`config.mk`:
```
export PLATFORM = sky130hd
export DESIGN_NAME = count_step_arbiter_flat
export DESIGN_NICKNAME = d
export VERILOG_FILES = /design/src/rtl/count_step_arbiter_if.sv /design/src/rtl/count_step_arbiter.sv /design/src/flat_wrapper.sv
export SDC_FILE = /design/constraint.sdc
export NUM_CORES = 1
export LEC_CHECK = 0
export ABC_AREA = 1
export BUFFER_PORTS_ARGS = -buffer_cell sky130_fd_sc_hd__buf_2
export CORE_ASPECT_RATIO = 1.4
export CORE_MARGIN = 2
export CORE_UTILIZATION = 47
export DETAILED_ROUTE_END_ITERATION = 8
export GPL_TIMING_DRIVEN = 0
export MAX_ROUTING_LAYER = met4
export PLACE_DENSITY = 0.73
export SETUP_SLACK_MARGIN = 0.4
export SYNTH_ARGS = -nofsm -noshare
export SYNTH_HDL_FRONTEND = slang
export SYNTH_SLANG_ARGS = --single-unit
```
`constraint.sdc`:
```
create_clock -name clk -period 1.1 [get_ports clk]
set_input_delay 0.275 -clock clk [delete_from_list [all_inputs] [get_ports clk]]
set_output_delay 0.275 -clock clk [all_outputs]
set_load 0.05 [all_outputs]
```
`src/rtl/count_step_arbiter_if.sv`:
```
`default_nettype none
// +------------------------------------------------------------------+
// | count_step_arbiter_if                                            |
// | Requester-side and counter-side signals of count_step_arbiter.   |
// | Rev 1.0 - initial release                                        |
// +------------------------------------------------------------------+
interface count_step_arbiter_if #(
    parameter int CNT_W = 8
);
    logic             req_a;
    logic             dir_a;
    logic [CNT_W-1:0] steps_a;
    logic             gnt_a;
    logic             req_b;
    logic             dir_b;
    logic [CNT_W-1:0] steps_b;
    logic             gnt_b;
    logic             up_down;
    logic             step;
    logic             busy;
    logic             owner;
    logic             done;
    logic [1:0]       pos;

    // Requester/system side
    modport master (
        output req_a, dir_a, steps_a, req_b, dir_b, steps_b,
        input  gnt_a, gnt_b, up_down, step, busy, owner, done, pos
    );

    // Arbiter side
    modport slave (
        input  req_a, dir_a, steps_a, req_b, dir_b, steps_b,
        output gnt_a, gnt_b, up_down, step, busy, owner, done, pos
    );
endinterface
`default_nettype wire

```
`src/rtl/count_step_arbiter.sv`:
```
`default_nettype none
// +------------------------------------------------------------------+
// | count_step_arbiter                                               |
// | Round-robin sharing of a 2-bit up/down counter between two       |
// | requesters; optional macro STEP_GAP_EN inserts an idle cycle     |
// | between consecutive steps of a move.                             |
// | Rev 1.0 - initial release                                        |
// +------------------------------------------------------------------+
module count_step_arbiter #(
    parameter int CNT_W = 8
) (
    input  logic                 clk,
    input  logic                 reset,
    count_step_arbiter_if.slave  bus
);
    localparam logic [1:0] c_ST_IDLE = 2'd0;
    localparam logic [1:0] c_ST_RUN  = 2'd1;
    localparam logic [1:0] c_ST_DONE = 2'd2;
`ifdef STEP_GAP_EN
    localparam logic [1:0] c_ST_GAP  = 2'd3;
`endif

    logic [1:0]       r_state;
    logic             r_prio;      // 0 = A has priority, 1 = B
    logic             r_owner;
    logic             r_dir_q;
    logic             r_gnt_a;
    logic             r_gnt_b;
    logic [CNT_W-1:0] r_remaining;
    logic [1:0]       r_pos;

    logic             w_any_req;
    logic             w_win_b;
    logic             w_win_dir;
    logic [CNT_W-1:0] w_win_steps;

    always_comb begin
        w_any_req   = bus.req_a | bus.req_b;
        w_win_b     = (bus.req_a && bus.req_b) ? r_prio : bus.req_b;
        w_win_dir   = w_win_b ? bus.dir_b   : bus.dir_a;
        w_win_steps = w_win_b ? bus.steps_b : bus.steps_a;
    end

    always_ff @(posedge clk) begin
        if (reset) begin
            r_state     <= c_ST_IDLE;
            r_prio      <= 1'b0;
            r_owner     <= 1'b0;
            r_dir_q     <= 1'b0;
            r_gnt_a     <= 1'b0;
            r_gnt_b     <= 1'b0;
            r_remaining <= '0;
            r_pos       <= 2'd0;
        end else begin
            r_gnt_a <= 1'b0;
            r_gnt_b <= 1'b0;
            case (r_state)
                c_ST_IDLE: begin
                    if (w_any_req) begin
                        r_gnt_a     <= ~w_win_b;
                        r_gnt_b     <= w_win_b;
                        r_owner     <= w_win_b;
                        r_prio      <= ~w_win_b;
                        r_dir_q     <= w_win_dir;
                        r_remaining <= w_win_steps;
                        r_state     <= (w_win_steps == '0) ? c_ST_DONE : c_ST_RUN;
                    end
                end
                c_ST_RUN: begin
                    r_remaining <= r_remaining - CNT_W'(1);
                    r_pos       <= r_dir_q ? (r_pos - 2'd1) : (r_pos + 2'd1);
                    if (r_remaining == CNT_W'(1)) begin
                        r_state <= c_ST_DONE;
                    end else begin
`ifdef STEP_GAP_EN
                        r_state <= c_ST_GAP;
`else
                        r_state <= c_ST_RUN;
`endif
                    end
                end
`ifdef STEP_GAP_EN
                c_ST_GAP:  r_state <= c_ST_RUN;
`endif
                c_ST_DONE: r_state <= c_ST_IDLE;
                default:   r_state <= c_ST_IDLE;
            endcase
        end
    end

    // All outputs are decoded from registers, so they are glitch-free to the counter
    assign bus.gnt_a   = r_gnt_a;
    assign bus.gnt_b   = r_gnt_b;
    assign bus.up_down = r_dir_q;
    assign bus.step    = (r_state == c_ST_RUN);
    assign bus.busy    = (r_state != c_ST_IDLE);
    assign bus.done    = (r_state == c_ST_DONE);
    assign bus.owner   = r_owner;
    assign bus.pos     = r_pos;
endmodule
`default_nettype wire

```
`src/flat_wrapper.sv`:
```
// flat-port wrapper written by rule: the top's interface ports become plain ports
module count_step_arbiter_flat 
#(
    parameter int CNT_W = 8
)
  (clk, reset, bus_req_a, bus_dir_a, bus_steps_a, bus_req_b, bus_dir_b, bus_steps_b, bus_gnt_a, bus_gnt_b, bus_up_down, bus_step, bus_busy, bus_owner, bus_done, bus_pos);
  count_step_arbiter_if #(.CNT_W(CNT_W)) bus_i ();
  input  logic clk;
  input  logic reset;
  input wire logic [$bits(bus_i.req_a)-1:0] bus_req_a;
  input wire logic [$bits(bus_i.dir_a)-1:0] bus_dir_a;
  input wire logic [$bits(bus_i.steps_a)-1:0] bus_steps_a;
  input wire logic [$bits(bus_i.req_b)-1:0] bus_req_b;
  input wire logic [$bits(bus_i.dir_b)-1:0] bus_dir_b;
  input wire logic [$bits(bus_i.steps_b)-1:0] bus_steps_b;
  output wire logic [$bits(bus_i.gnt_a)-1:0] bus_gnt_a;
  output wire logic [$bits(bus_i.gnt_b)-1:0] bus_gnt_b;
  output wire logic [$bits(bus_i.up_down)-1:0] bus_up_down;
  output wire logic [$bits(bus_i.step)-1:0] bus_step;
  output wire logic [$bits(bus_i.busy)-1:0] bus_busy;
  output wire logic [$bits(bus_i.owner)-1:0] bus_owner;
  output wire logic [$bits(bus_i.done)-1:0] bus_done;
  output wire logic [$bits(bus_i.pos)-1:0] bus_pos;
  assign bus_i.req_a = bus_req_a;
  assign bus_i.dir_a = bus_dir_a;
  assign bus_i.steps_a = bus_steps_a;
  assign bus_i.req_b = bus_req_b;
  assign bus_i.dir_b = bus_dir_b;
  assign bus_i.steps_b = bus_steps_b;
  assign bus_gnt_a = bus_i.gnt_a;
  assign bus_gnt_b = bus_i.gnt_b;
  assign bus_up_down = bus_i.up_down;
  assign bus_step = bus_i.step;
  assign bus_busy = bus_i.busy;
  assign bus_owner = bus_i.owner;
  assign bus_done = bus_i.done;
  assign bus_pos = bus_i.pos;
  count_step_arbiter #(.CNT_W(CNT_W)) u_core (.clk(clk), .reset(reset), .bus(bus_i));
endmodule
```
==> results.ini <==
[outcome]
outcome = complete, but fails checks
violations = setup timing

[sta]
fin_crit_sh = 1.27
tightestPinTransition_ns = 0.632
finalSetupViolCount = 20
fin_skew_ns = 0.00540
slew_viol_final = 0
fin_ws_ns = -0.298
finalCriticalPeriod_ns = 1.40
fin_tns_setup_ns = -4.06
hold_violations = 0
slew_headroom = 0.579
rsz0062_at_grt = true
fmax_mhz = 715

[power]
p_leak_uw = 0.000917
ir_drop_mv = 0.797
power.density_nw_per_um2 = 1160

[detailed_routing]
drcViolationCount = 0
drt_pass1_iterations = 4
viasPerCell = 5.34
finalWirelength_um = 3980
ant_nets = 0
drtIter0Drc = 46
wl_per_cell_um = 14.9
vias = 1420

[synth]
synthCells = 174
yosys_warnings = 0
postSynthAreaPerCell_um2 = 6.77
synth_nets = 198
synth.distinct_cells = 32
synth-seq-cells = 17
yosysSeqAreaShare = 0.289
netlist_area_um2 = 1180

[placed_design]
placed_area_um2 = 1410
routabilityCongestion = 0.904
dp_hpwl_um = 2280
numPortBuffers = 29

[clock_tree]
htree_levels = 1
clk_pin_slew_ns = 0.10
clock-sinks = 17
cts_tree = yes
root_buffer = clkbuf_4
cts_made_buffers = 3
cts_buffer_depth = 2
clk-insertion-delay-late_ns = 0.31

[grt]
grtUsageTotal = 0.257
grt_pass1_vias = 1308
gr-total-overflow = 0
grt_pass1_wl_um = 5520
grt_max_degree = 11
antenna_found_initial = 0

[setup_path]
crit_path_start_kind = register
crit_type = reg -> out
arrival_ns = 1.12
worstPathMaxFanout = 3
critPathRequiredTime_ns = 0.82
cp-end-kind = output pin

[floorplan]
core-area_um2 = 2390
start_util = 0.493
die_x_um = 46.3
ios = 31
dieArea_um2 = 2930
die_height_um = 63.3
rows = 21

[run]
maxCapViolCount = 0

[finish]
final_cell_mix = nand2_2 (23), inv_1 (22), nand2_1 (21), buf_2 (20), buf_4 (16)
final_common_cell = nand2_2
nNetsFinal = 257
fill_cells = 149
drive_gt1_frac = 0.586
area_growth_pct = 66.0
fin_area_um2 = 1960
num_antenna_cells = 0

[worst_hold_path]
hold_class = in -> reg

## per-layer routing
metal	share of wire	routed length (um)	GRT usage	up-vias
met3	0.047	185	0.0172	17
met1	0.36	1430	0.290	665
li1	-	-	-	670
met2	0.55	2180	0.438	68
met4	0.045	179	0.118	0
met5	0	0	-	-
## cell type report
type | instances | area (um^2) | area share
inverters | 32 | 143 | 0.0729
well taps | 34 | 42.5 | 0.0217
multi-input cells | 120 | 843 | 0.431
plain buffers | 5 | 62.6 | 0.0320
flip-flops and latches | 17 | 373 | 0.191
repair buffers | 54 | 467 | 0.238
clock buffers | 4 | 26.3 | 0.0134
## critical path, stage by stage, from the launching register on
cell and delay, ns:
dfxtp_4 0.40, inv_6 0.05, nand2_4 0.08, inv_4 0.04, buf_8 0.11, buf_8 0.14
## where the power goes
| part | switching, uW | internal, uW | leakage, uW |
|---|---|---|---|
| clock | 213 | 142 | 0.0000150 |
| combinational | 646 | 514 | 0.000756 |
| sequential | 74.3 | 687 | 0.000147 |
## registers in the layout, indices dropped and copies added (netlist names)
| register | cells |
|---|---|
| u_core.bus.gnt_a | 1 |
| u_core.bus.gnt_b | 1 |
| u_core.bus.owner | 1 |
| u_core.bus.pos | 2 |
| u_core.bus.up_down | 1 |
| u_core.r_prio | 1 |
| u_core.r_remaining | 8 |
| u_core.r_state | 2 |
## through the flow
step	power [uW]	utilization	setup slack, ns	hold slack [ns]	cells
after floorplan	1300	-	-0.103	0.343	174
after global placement	1450	0.588	-0.216	0.463	237
after detailed placement	1470	0.588	-0.239	0.471	237
after CTS	2060	0.732	-0.265	0.190	257
after global routing	2380	0.818	-0.331	0.207	266
final	2280	0.818	-0.298	0.221	266
## kinds of logic (layout without fill, tap and decap cells)
| family | after synthesis | after routing | share of synthesized area |
|---|---|---|---|
| fa+ha+maj | 2 | 2 | 0.0212 |
| buf+inv | 37 | 95 | 0.148 |
| flops | 17 | 17 | 0.289 |
| compound gates | 28 | 28 | 0.151 |
| simple gates | 89 | 89 | 0.384 |
| xor+xnor | 1 | 1 | 0.00743 |
## final timing paths
kind | start | endpoint | slack [ns] | cells after the start
setup / recovery | u_core.r_state[1] | bus_step | -0.30 | 5
hold / removal | reset | u_core.r_remaining[2] | 0.22 | 2
setup reg to reg | u_core.r_prio | u_core.r_state[0] | -0.25 | 11
hold reg to reg | u_core.r_prio | u_core.r_prio | 0.50 | 2
## cell usage after synthesis (all sizes together)
cell type / n / area, um^2
xor2: 1 / 8.76
o211ai: 2 / 15.0
buf: 3 / 33.8
dfxtp: 17 / 340
inv: 32 / 123
a31o: 1 / 8.76
nand3b: 8 / 60.1
o21ai: 9 / 48.8
nand3: 18 / 100
a221oi: 1 / 8.76
nor3: 3 / 15.0
a21oi: 14 / 88.8
a22oi: 1 / 7.51
clkbuf: 2 / 17.5
nand2: 49 / 221
nor2: 10 / 50.1
ha: 2 / 25.0
or2: 1 / 6.26
## what timing repair did
action                                  in CTS  in global routing
setup buffers                               16                  8
pin swaps                                   17                 24
endpoints found under the setup margin      26                 26
gates cloned                                 0                  1
gates resized for setup                     63                 36
hold buffers                                 0                  0
(Power assumes the default switching activity.)
